<file path="src/rtl/ps2_pkg.sv">
// Shared PS/2 definitions: host transmit FSM encoding, command bytes, parity helper.
package ps2_pkg;

    typedef enum logic [3:0] {
        IDLE,
        RTS,
        START,
        DATA,
        STOP,
        ACK,
        WAIT_REL,
        DONE,
        ERR
    } ps2_state_e;

    localparam logic [7:0] CMD_SET_LEDS = 8'hED;
    localparam logic [7:0] CMD_ENABLE   = 8'hF4;
    localparam logic [7:0] CMD_RESET    = 8'hFF;
    localparam logic [7:0] ACK_BYTE     = 8'hFA;

    // Odd parity bit for a PS/2 data byte: set when the byte has an even number of ones.
    function automatic logic odd_parity(input logic [7:0] b);
        return ~(^b);
    endfunction

endpackage

</file>
<file path="src/rtl/ps2_host_tx_if.sv">
// Host-side command bus plus the open-drain PS/2 line controls of the transmitter.
interface ps2_host_tx_if;
    logic       wr_ps2;
    logic [7:0] din;
    logic       ps2c_in;
    logic       ps2d_in;
    logic       ps2c_oe;
    logic       ps2d_oe;
    logic       tx_idle;
    logic       tx_done_tick;
    logic       tx_err_tick;

    // Driver side: issues commands and supplies the raw line levels.
    modport master (
        output wr_ps2, din, ps2c_in, ps2d_in,
        input  ps2c_oe, ps2d_oe, tx_idle, tx_done_tick, tx_err_tick
    );

    // Transmitter side.
    modport slave (
        input  wr_ps2, din, ps2c_in, ps2d_in,
        output ps2c_oe, ps2d_oe, tx_idle, tx_done_tick, tx_err_tick
    );
endinterface

</file>
<file path="src/rtl/ps2_edge_filter.sv">
// Synchronizes the raw PS/2 lines, deglitches the clock line and flags its falling edges.
module ps2_edge_filter #(
    parameter int unsigned FILTER_LEN = 8
) (
    input  logic clk,
    input  logic reset,
    input  logic ps2c_i,
    input  logic ps2d_i,
    output logic ps2c_sync_o,
    output logic ps2d_sync_o,
    output logic fall_tick_o
);

    localparam int unsigned   CNT_W    = $clog2(FILTER_LEN + 1);
    localparam logic [CNT_W-1:0] CNT_LAST = CNT_W'(FILTER_LEN - 1);

    logic [1:0]       c_sync_q, d_sync_q;
    logic             filt_q, filt_d;
    logic [CNT_W-1:0] cnt_q, cnt_d;
    logic             fall_q, fall_d;

    // Glitch filter: count consecutive synced samples that disagree with the filtered level.
    always_comb begin
        // NOTE: every output of this block gets a default first, so no path leaves it unassigned and no latch is inferred.
        filt_d = filt_q;
        cnt_d  = '0;
        fall_d = 1'b0;
        if (c_sync_q[1] != filt_q) begin
            if (cnt_q == CNT_LAST) begin
                filt_d = c_sync_q[1];
                fall_d = ~c_sync_q[1];
            end else begin
                cnt_d = cnt_q + 1'b1;
            end
        end
    end

    // Synchronizer and filter state; lines reset to their idle (high) level.
    always_ff @(posedge clk) begin
        // NOTE: non-blocking assignments so every register samples pre-edge values, making the 2-FF chain a real chain.
        if (reset) begin
            c_sync_q <= 2'b11;
            d_sync_q <= 2'b11;
            filt_q   <= 1'b1;
            cnt_q    <= '0;
            fall_q   <= 1'b0;
        end else begin
            c_sync_q <= {c_sync_q[0], ps2c_i};
            d_sync_q <= {d_sync_q[0], ps2d_i};
            filt_q   <= filt_d;
            cnt_q    <= cnt_d;
            fall_q   <= fall_d;
        end
    end

    assign ps2c_sync_o = c_sync_q[1];
    assign ps2d_sync_o = d_sync_q[1];
    assign fall_tick_o = fall_q;

endmodule

</file>
<file path="src/rtl/ps2_host_tx.sv">
// PS/2 host-to-device transmitter: request-to-send, 11-bit frame, device ACK, timeout.
module ps2_host_tx
    import ps2_pkg::*;
#(
    parameter int unsigned INHIBIT_CYCLES = 5000,
    parameter int unsigned FILTER_LEN     = 8,
    parameter int unsigned TIMEOUT_CYCLES = 1000000
) (
    input  logic         clk,
    input  logic         reset,
    ps2_host_tx_if.slave bus
);

    localparam int unsigned      INH_W      = $clog2(INHIBIT_CYCLES + 1);
    localparam int unsigned      TMO_W      = $clog2(TIMEOUT_CYCLES + 1);
    localparam logic [INH_W-1:0] INH_LAST   = INH_W'(INHIBIT_CYCLES - 1);
    localparam logic [INH_W-1:0] INH_PENULT = INH_W'(INHIBIT_CYCLES - 2);
    localparam logic [TMO_W-1:0] TMO_LAST   = TMO_W'(TIMEOUT_CYCLES - 1);

    ps2_state_e       state_q, state_d;
    logic [8:0]       shreg_q, shreg_d;
    logic [3:0]       bit_cnt_q, bit_cnt_d;
    logic [INH_W-1:0] inh_q, inh_d;
    logic [TMO_W-1:0] tmo_q, tmo_d;
    logic             c_oe_q, c_oe_d;
    logic             d_oe_q, d_oe_d;

    logic ps2c_sync;
    logic ps2d_sync;
    logic fall_tick;
    logic waiting;

    ps2_edge_filter #(
        .FILTER_LEN (FILTER_LEN)
    ) u_edge_filter (
        .clk         (clk),
        .reset       (reset),
        .ps2c_i      (bus.ps2c_in),
        .ps2d_i      (bus.ps2d_in),
        .ps2c_sync_o (ps2c_sync),
        .ps2d_sync_o (ps2d_sync),
        .fall_tick_o (fall_tick)
    );

    // States in which progress depends on the device clocking.
    assign waiting = state_q inside {START, DATA, STOP, ACK, WAIT_REL};

    // Next state, datapath and the next value of the registered line enables.
    always_comb begin
        state_d   = state_q;
        shreg_d   = shreg_q;
        bit_cnt_d = bit_cnt_q;
        inh_d     = '0;
        tmo_d     = '0;
        c_oe_d    = 1'b0;
        d_oe_d    = 1'b0;

        if (waiting && !fall_tick) begin
            tmo_d = tmo_q + 1'b1;
        end

        unique case (state_q)
            IDLE: begin
                if (bus.wr_ps2) begin
                    state_d = RTS;
                    shreg_d = {odd_parity(bus.din), bus.din};
                    c_oe_d  = 1'b1;
                end
            end
            RTS: begin
                c_oe_d = 1'b1;
                inh_d  = inh_q + 1'b1;
                if (inh_q == INH_LAST) begin
                    state_d = START;
                    c_oe_d  = 1'b0;
                    d_oe_d  = 1'b1;
                    inh_d   = '0;
                end else if (inh_q == INH_PENULT) begin
                    // Start bit goes out together with the last inhibit cycle.
                    d_oe_d = 1'b1;
                end
            end
            START: begin
                d_oe_d = 1'b1;
                if (fall_tick) begin
                    state_d   = DATA;
                    bit_cnt_d = '0;
                    d_oe_d    = ~shreg_q[0];
                end
            end
            DATA: begin
                d_oe_d = ~shreg_q[0];
                if (fall_tick) begin
                    if (bit_cnt_q == 4'd8) begin
                        // Parity has been clocked; releasing data presents the stop bit.
                        state_d = STOP;
                        d_oe_d  = 1'b0;
                    end else begin
                        shreg_d   = {1'b0, shreg_q[8:1]};
                        bit_cnt_d = bit_cnt_q + 1'b1;
                        d_oe_d    = ~shreg_q[1];
                    end
                end
            end
            STOP: begin
                if (fall_tick) begin
                    state_d = ACK;
                end
            end
            ACK: begin
                if (fall_tick) begin
                    state_d = ps2d_sync ? ERR : WAIT_REL;
                end
            end
            WAIT_REL: begin
                if (ps2c_sync && ps2d_sync) begin
                    state_d = DONE;
                end
            end
            DONE:    state_d = IDLE;
            ERR:     state_d = IDLE;
            default: state_d = IDLE;
        endcase

        // A silent device aborts the frame with both lines released.
        if (waiting && !fall_tick && (tmo_q == TMO_LAST)) begin
            state_d = ERR;
            c_oe_d  = 1'b0;
            d_oe_d  = 1'b0;
        end
    end

    // State register; reset abandons any frame and releases both lines.
    always_ff @(posedge clk) begin
        // NOTE: the shift register and counters are cleared as well, so an abandoned frame leaves no stale bits behind.
        if (reset) begin
            state_q   <= IDLE;
            shreg_q   <= '0;
            bit_cnt_q <= '0;
            inh_q     <= '0;
            tmo_q     <= '0;
            c_oe_q    <= 1'b0;
            d_oe_q    <= 1'b0;
        end else begin
            state_q   <= state_d;
            shreg_q   <= shreg_d;
            bit_cnt_q <= bit_cnt_d;
            inh_q     <= inh_d;
            tmo_q     <= tmo_d;
            c_oe_q    <= c_oe_d;
            d_oe_q    <= d_oe_d;
        end
    end

    assign bus.ps2c_oe      = c_oe_q;
    assign bus.ps2d_oe      = d_oe_q;
    assign bus.tx_idle      = (state_q == IDLE);
    assign bus.tx_done_tick = (state_q == DONE);
    assign bus.tx_err_tick  = (state_q == ERR);

endmodule

</file>
<file path="src/flat_wrapper.sv">
// flat-port wrapper written by rule: the top's interface ports become plain ports
module ps2_host_tx_flat import ps2_pkg::*;
#(
    parameter int unsigned INHIBIT_CYCLES = 5000,
    parameter int unsigned FILTER_LEN     = 8,
    parameter int unsigned TIMEOUT_CYCLES = 1000000
)
  (clk, reset, bus_wr_ps2, bus_din, bus_ps2c_in, bus_ps2d_in, bus_ps2c_oe, bus_ps2d_oe, bus_tx_idle, bus_tx_done_tick, bus_tx_err_tick);
  ps2_host_tx_if bus_i ();
  input  logic clk;
  input  logic reset;
  input wire logic [$bits(bus_i.wr_ps2)-1:0] bus_wr_ps2;
  input wire logic [$bits(bus_i.din)-1:0] bus_din;
  input wire logic [$bits(bus_i.ps2c_in)-1:0] bus_ps2c_in;
  input wire logic [$bits(bus_i.ps2d_in)-1:0] bus_ps2d_in;
  output wire logic [$bits(bus_i.ps2c_oe)-1:0] bus_ps2c_oe;
  output wire logic [$bits(bus_i.ps2d_oe)-1:0] bus_ps2d_oe;
  output wire logic [$bits(bus_i.tx_idle)-1:0] bus_tx_idle;
  output wire logic [$bits(bus_i.tx_done_tick)-1:0] bus_tx_done_tick;
  output wire logic [$bits(bus_i.tx_err_tick)-1:0] bus_tx_err_tick;
  assign bus_i.wr_ps2 = bus_wr_ps2;
  assign bus_i.din = bus_din;
  assign bus_i.ps2c_in = bus_ps2c_in;
  assign bus_i.ps2d_in = bus_ps2d_in;
  assign bus_ps2c_oe = bus_i.ps2c_oe;
  assign bus_ps2d_oe = bus_i.ps2d_oe;
  assign bus_tx_idle = bus_i.tx_idle;
  assign bus_tx_done_tick = bus_i.tx_done_tick;
  assign bus_tx_err_tick = bus_i.tx_err_tick;
  ps2_host_tx #(.INHIBIT_CYCLES(INHIBIT_CYCLES), .FILTER_LEN(FILTER_LEN), .TIMEOUT_CYCLES(TIMEOUT_CYCLES)) u_core (.clk(clk), .reset(reset), .bus(bus_i));
endmodule
</file>
<file path="config.mk">
export PLATFORM = sky130hd
export DESIGN_NAME = ps2_host_tx_flat
export DESIGN_NICKNAME = d
export VERILOG_FILES = /design/src/rtl/ps2_pkg.sv /design/src/rtl/ps2_host_tx_if.sv /design/src/rtl/ps2_edge_filter.sv /design/src/rtl/ps2_host_tx.sv /design/src/flat_wrapper.sv
export SDC_FILE = /design/constraint.sdc
export NUM_CORES = 1
export LEC_CHECK = 0
export BUFFER_PORTS_ARGS = -buffer_cell sky130_fd_sc_hd__buf_4
export CORE_MARGIN = 2
export CORE_UTILIZATION = 25
export CTS_CLUSTER_DIAMETER = 200
export CTS_CLUSTER_SIZE = 16
export DETAILED_ROUTE_END_ITERATION = 10
export PLACE_DENSITY = 0.36
export SKIP_CTS_REPAIR_TIMING = 1
export SLEW_MARGIN = 20
export SYNTH_ARGS = -nofsm -noshare
export SYNTH_HDL_FRONTEND = slang
export SYNTH_SLANG_ARGS = --single-unit
export TNS_END_PERCENT = 20
</file>
<file path="constraint.sdc">
create_clock -name clk -period 3.3 [get_ports clk]
set_input_delay 0.165 -clock clk [delete_from_list [all_inputs] [get_ports clk]]
set_output_delay 0.165 -clock clk [all_outputs]
set_load 0.005 [all_outputs]
</file>
Word level (Yosys, flattened, before mapping)
Index checks and enable logic that the tools add are counted.

operators by class
  shifts and indexed selects = 0
  order comparisons = 0
  add/subtract/negate cells = 4
  multipliers = 0
  multiplexer cells = 28
  div/mod/pow operators = 0
  bitwise logic cells = 8
  equal/unequal tests = 31
  reductions and logical operators = 19

operator list
  operator                                                                count
  4-bit two-way mux                                                       13
  4-bit case mux with 7 select lines                                      1
  9-bit two-way mux                                                       3
  13-bit equality test (second input constant)                            2
  20-bit by 1-bit adder with 20-bit output (second input constant)        1
  20-bit equality test (second input constant)                            1
  4-bit by 3-bit equality test with 1-bit output (second input constant)  5
  3-bit inequality test (second input constant)                           6
  9-bit case mux with 2 select lines                                      1
  2-bit inequality test (second input constant)                           8
  8-bit AND reduction                                                     2
  13-bit by 1-bit adder with 13-bit output (second input constant)        1
  3-bit OR reduction                                                      3
  4-bit by 1-bit adder with 4-bit output (second input constant)          2
  4-bit by 2-bit equality test with 1-bit output (second input constant)  2
  4-bit equality test (second input constant)                             2
  1-bit NOT                                                               8
  4-bit case mux with 2 select lines                                      1
  4-bit AND reduction                                                     2
  8-bit parity                                                            1
  1-bit two-way mux                                                       7
  5-bit nonzero test                                                      1
  4-bit by 1-bit equality test with 1-bit output (second input constant)  1
  4-bit logical NOT                                                       1
  11 further kinds                                                        15

word-level totals
  latch bits = 0
  bits in read-only memories = 0
  memory bits (writable) = 0
  output and inout bits = 5
  input port bits = 13
  register bits = 62
  word-level logic and storage cells = 103
  memories kept = 0

Depth between registers and ports, before layout
  word-level depth = 6
  gate-level depth with buffers = 8
  mapped depth without buffers = 7

Modules after synthesis
A second synthesis with hierarchy kept.

unflattened totals
  cell total of the unflattened synthesis = 324
  area, all modules = 2,976.6 µm²

modules (own cells, without submodules)
  module           instances  cells an instance  seq. area each (µm²)  area an instance (µm²)
  ps2_host_tx      1          294                1,041.0               2,623.8
  ps2_edge_filter  1          30                 200.2                 352.8

Worst setup path before layout
Ideal clock, no wire load.

  kind = register to register
  start = register u_core.state_q[0]
  end = register u_core.inh_q[6]
  clock period less this slack = 1,627 ps
  path slack = 1,673 ps
  data arrival time = 1,565 ps
  buffers on the path = 2
  cell stages (with the launch flop) = 8
  library setup time = 62 ps
  data required time = 3,238 ps
  cell sequence = dfxtp_1 > buf_6 > inv_4 > nor4_4 > a21bo_4 > or2_4 > buf_12 > nor2_4

on the way
  longest elaborated chain between the ends = 3

RTL lines
  item                                            line                text
  start, declared                                 ps2_host_tx.sv:20   ps2_state_e state_q, state_d;
  start signal, assigned                          ps2_host_tx.sv:145  state_q <= state_d;
  4-bit by 1-bit equality test with 1-bit output  ps2_host_tx.sv:62   unique case (state_q)
  1-bit NOT (no line)                             -
  3-bit OR reduction (no line)                    -
  end signal, assigned                            ps2_host_tx.sv:148  inh_q <= inh_d;
  end, declared                                   ps2_host_tx.sv:23   logic [INH_W-1:0] inh_q, inh_d;

Every way passes these cells.
A chain may end at the register's enable or synchronous reset.

Worst setup path after layout
  start = register u_core.state_q[0]
  end = register u_core.state_q[0]

on the way
  longest elaborated chain between the ends = 5
  elaborated cells on any way between the ends = 21
  classes of those cells = eq/ne: 14; mux: 1; reduce/logical: 6

RTL lines
  item                                                                                                              line                                  text
  4-bit by 2-bit equality test with 1-bit output or 4-bit by 3-bit equality test with 1-bit output (tied branches)  ps2_host_tx.sv:46, ps2_host_tx.sv:62
  5-bit nonzero test                                                                                                ps2_host_tx.sv:46                     assign waiting = state_q inside {START, DATA, STOP, ACK, WAIT_REL};
  1-bit logical AND (2 in a row)                                                                                    ps2_host_tx.sv:126                    if (waiting && !fall_tick && (tmo_q == TMO_LAST)) begin
  2-bit OR reduction (no line)                                                                                      -

Several ways; a longest one is shown, not always the timed one.

==> results.py <==
metrics = {
    "clock_tree": {
        "cts_root_buf": "clkbuf_16",
        "numCtsBuffers": 9,
        "h-tree-depth": 3,
        "cts_tree": "yes",
        "clock-sinks": 62,
        "clk_latency_ns": 0.33,
        "clockBufferDepth": 2,
        "clk_pin_slew_ns": 0.05,
    },
    "critical_path": {
        "arrival_ns": 2.34,
        "path_class": "reg2reg",
        "critPathMaxFanout": 13,
        "cp-end-kind": "register",
        "required_ns": 3.57,
        "start_kind": "register",
    },
    "global_route": {
        "gr-total-overflow": 0,
        "grt_max_degree": 29,
        "grtUsageTotal_pct": 10.55,
        "first_global_vias": 2227,
        "grt_antenna_before_repair": 0,
        "grt_pass1_wl_um": 10650,
    },
    "synthesis": {
        "synth_edf_count": 0,
        "avgSynthCellArea_sq_um": 9.374,
        "syn_nets": 340,
        "ys_seq_area_share_pct": 41.25,
        "synth_top_family_by_area": "simple AND/OR/NAND/NOR gates",
        "synthSimpleGateAreaFrac_pct": 28.69,
        "async_flop_share_pct": 0,
        "synth_compound_area_share_pct": 9.979,
        "dominantRegCellSynth": "dfxtp_1",
        "yosysMostFrequentCell": "dfxtp_1",
        "synthTopCellsByCount": "dfxtp_1 (62), nor2_1 (39), xnor2_1 (19)",
        "synthMuxAreaShare_pct": 2.661,
        "synthAdderAreaFrac_pct": 2.495,
        "synth_cells": 321,
        "synthXorXnorAreaFrac_pct": 10.77,
        "netlist.area_leader.share_pct": 41.25,
        "yosysUniqueCellTypes": 57,
        "synth.cell_area_sq_mm": 0.003009,
        "yosysTopAreaCell": "dfxtp_1",
        "ys_top_cells_by_area": "dfxtp_1 (41%), xnor2_1 (5.5%), xor2_1 (5.2%)",
        "ys_ff_latch": 62,
        "yosysWarnings": 0,
    },
    "floorplan": {
        "die_area_sq_mm": 0.01293,
        "initial_utilization_pct": 25.37,
        "rows": 40,
        "die_w_um": 113.7,
        "die_h_um": 113.7,
        "design.core.area_sq_mm": 0.01186,
        "io_pins": 18,
    },
    "placed_design": {
        "gp_congestion": 0.7394,
        "place_hpwl_um": 4210,
        "port_buffers": 17,
        "dp_slack_ns": 1.256,
    },
    "power_and_ir_drop": {
        "peakVddDrop_v": 0.0002310,
        "power_switching_share_pct": 26.87,
        "clock_power_share_pct": 44.0,
        "power_frac_seq_pct": 39.8,
        "power.switching_mw": 0.5835,
        "internal_power_mw": 1.588,
        "pwr_density_cell_mw_per_mm2": 612.4,
        "leakage_nw": 1.206,
        "p_comb_share_pct": 16.2,
    },
    "status": {
        "outcome": "completed",
    },
    "routing": {
        "post_drt_wl_per_cell_um": 12.29,
        "viasPerCell": 4.458,
        "drt-pass1-iter-count": 4,
        "initialDrtViolationCount": 94,
        "num_vias": 2189,
        "drc_errors": 0,
        "ant_nets": 0,
        "routed_wl_um": 6036,
    },
    "sta": {
        "setup_viol": 0,
        "finalHoldViolations": 0,
        "slew-limit-headroom_pct": 55.40,
        "setup_tns_ns": 0,
        "final_max_slew_viol_count": 0,
        "skew_ns": 0.006943,
        "hold_slack_ns": 0.02087,
        "rsz0062_at_grt": "false",
        "min_period_ns": 2.071,
        "fmax_mhz": 482.8,
        "setup_ws_ns": 1.229,
        "final.period_utilization_pct": 62.76,
        "tightest_slew_ns": 0.6684,
    },
    "layout": {
        "diodes": 0,
        "area_delta_synth_final_pct": 17.84,
        "fin_nets": 358,
        "drive_gt1_share_pct": 17.44,
        "fin_util_pct": 29.89,
    },
    "flow_run": {
        "maxCapViolations": 0,
    },
    "hold_path": {
        "hold_path.class": "in2reg",
    },
}
-- per-layer routing --
layer / GRT usage [%] / part of all wire [%]
met4: 5.772 / 2.5
met2: 15.97 / 45
met1: 13.56 / 50
met3: 3.029 / 2.6
met5: 0 / 0
-- power by group through the flow --
stage          sequential [mW]  clock, mW  combinational [mW]
6_report                 0.864      0.956               0.351
5_1_grt                  0.874       1.03               0.398
4_1_cts                  0.865      0.992               0.360
3_5_place_dp             0.881          0               0.359
3_3_place_gp             0.881          0               0.358
2_1_floorplan            0.847          0               0.322
-- cells in the final DEF (no fill, tap or decap), types with 3 or more instances in the layout --
cell type  instances
inv_1              9
or3_1              3
nand3_1           13
a211oi_1           7
nor2_4             8
nor4_1             4
dfxtp_1           62
mux2i_1            8
xor2_1            18
and3_1             8
and4_1             5
nand2_1           16
o21ai_0            6
nand4_1            6
nor4b_1            3
a21oi_1           11
buf_4             18
clkbuf_16          9
ha_1               6
nor2b_1            4
nor3_1             6
nor2_1            39
or2_2              7
nand2b_1           3
xnor2_1           19
and2_1             3
-- worst max-delay path, cell delays in order, from the launching register on --
cell and delay [ns]:
dfxtp_1 0.58, nor4bb_2 0.34, buf_4 0.25, a22o_1 0.17
a211oi_2 0.08, a2111oi_1 0.44, a31o_1 0.15
-- final cells by class --
cell class	count	area (sq um)
clock buffer	13	260.3
clock inverter	3	42.54
fill	1257	8315
inverter	10	40.04
multi-input combinational	238	1643
sequential	62	1241
tap	147	183.9
timing repair buffer	18	135.1
-- registers in the layout, indices dropped and copies added, names as in the netlist --
register and count:
u_core.u_edge_filter.filt_q 1, u_core.u_edge_filter.d_sync_q 2, u_core.bus.ps2c_oe 1, u_core.shreg_q 9, u_core.u_edge_filter.fall_tick_o 1, u_core.u_edge_filter.cnt_q 4, u_core.bit_cnt_q 4, u_core.inh_q 13
u_core.bus.ps2d_oe 1, u_core.u_edge_filter.c_sync_q 2, u_core.tmo_q 20, u_core.state_q 4
-- cell families (layout without fill, tap and decap cells) --
logic type               after synthesis  after routing
adder cells (fa/ha/maj)                6              6
flip-flops                            62             62
XOR/XNOR                              37             37
buffers and inverters                 21             44
AO/OA/AOI/OAI                         42             42
multiplexers                           8              8
AND/OR/NAND/NOR                      145            145
-- metrics by stage --
step	cell area, sq um	std cells	power, mW
after floorplan	3009	321	1.169
after global placement	3243	475	1.239
after detailed placement	3243	475	1.240
after CTS	3546	491	2.218
after global routing	3546	491	2.299
final	3546	491	2.172
-- final timing paths --
path / startpoint / to / slack, ns / cells past startpoint
worst max-delay path: u_core.state_q[0] / u_core.state_q[0] / 1.23 / 6
worst min-delay path: bus_ps2c_in / u_core.u_edge_filter.c_sync_q[0] / 0.02 / 2
worst max register to register: u_core.state_q[0] / u_core.state_q[0] / 1.23 / 6
worst min register to register: u_core.u_edge_filter.d_sync_q[0] / u_core.u_edge_filter.d_sync_q[1] / 0.41 / 1
No activity file was read; power rests on OpenSTA's default activity.
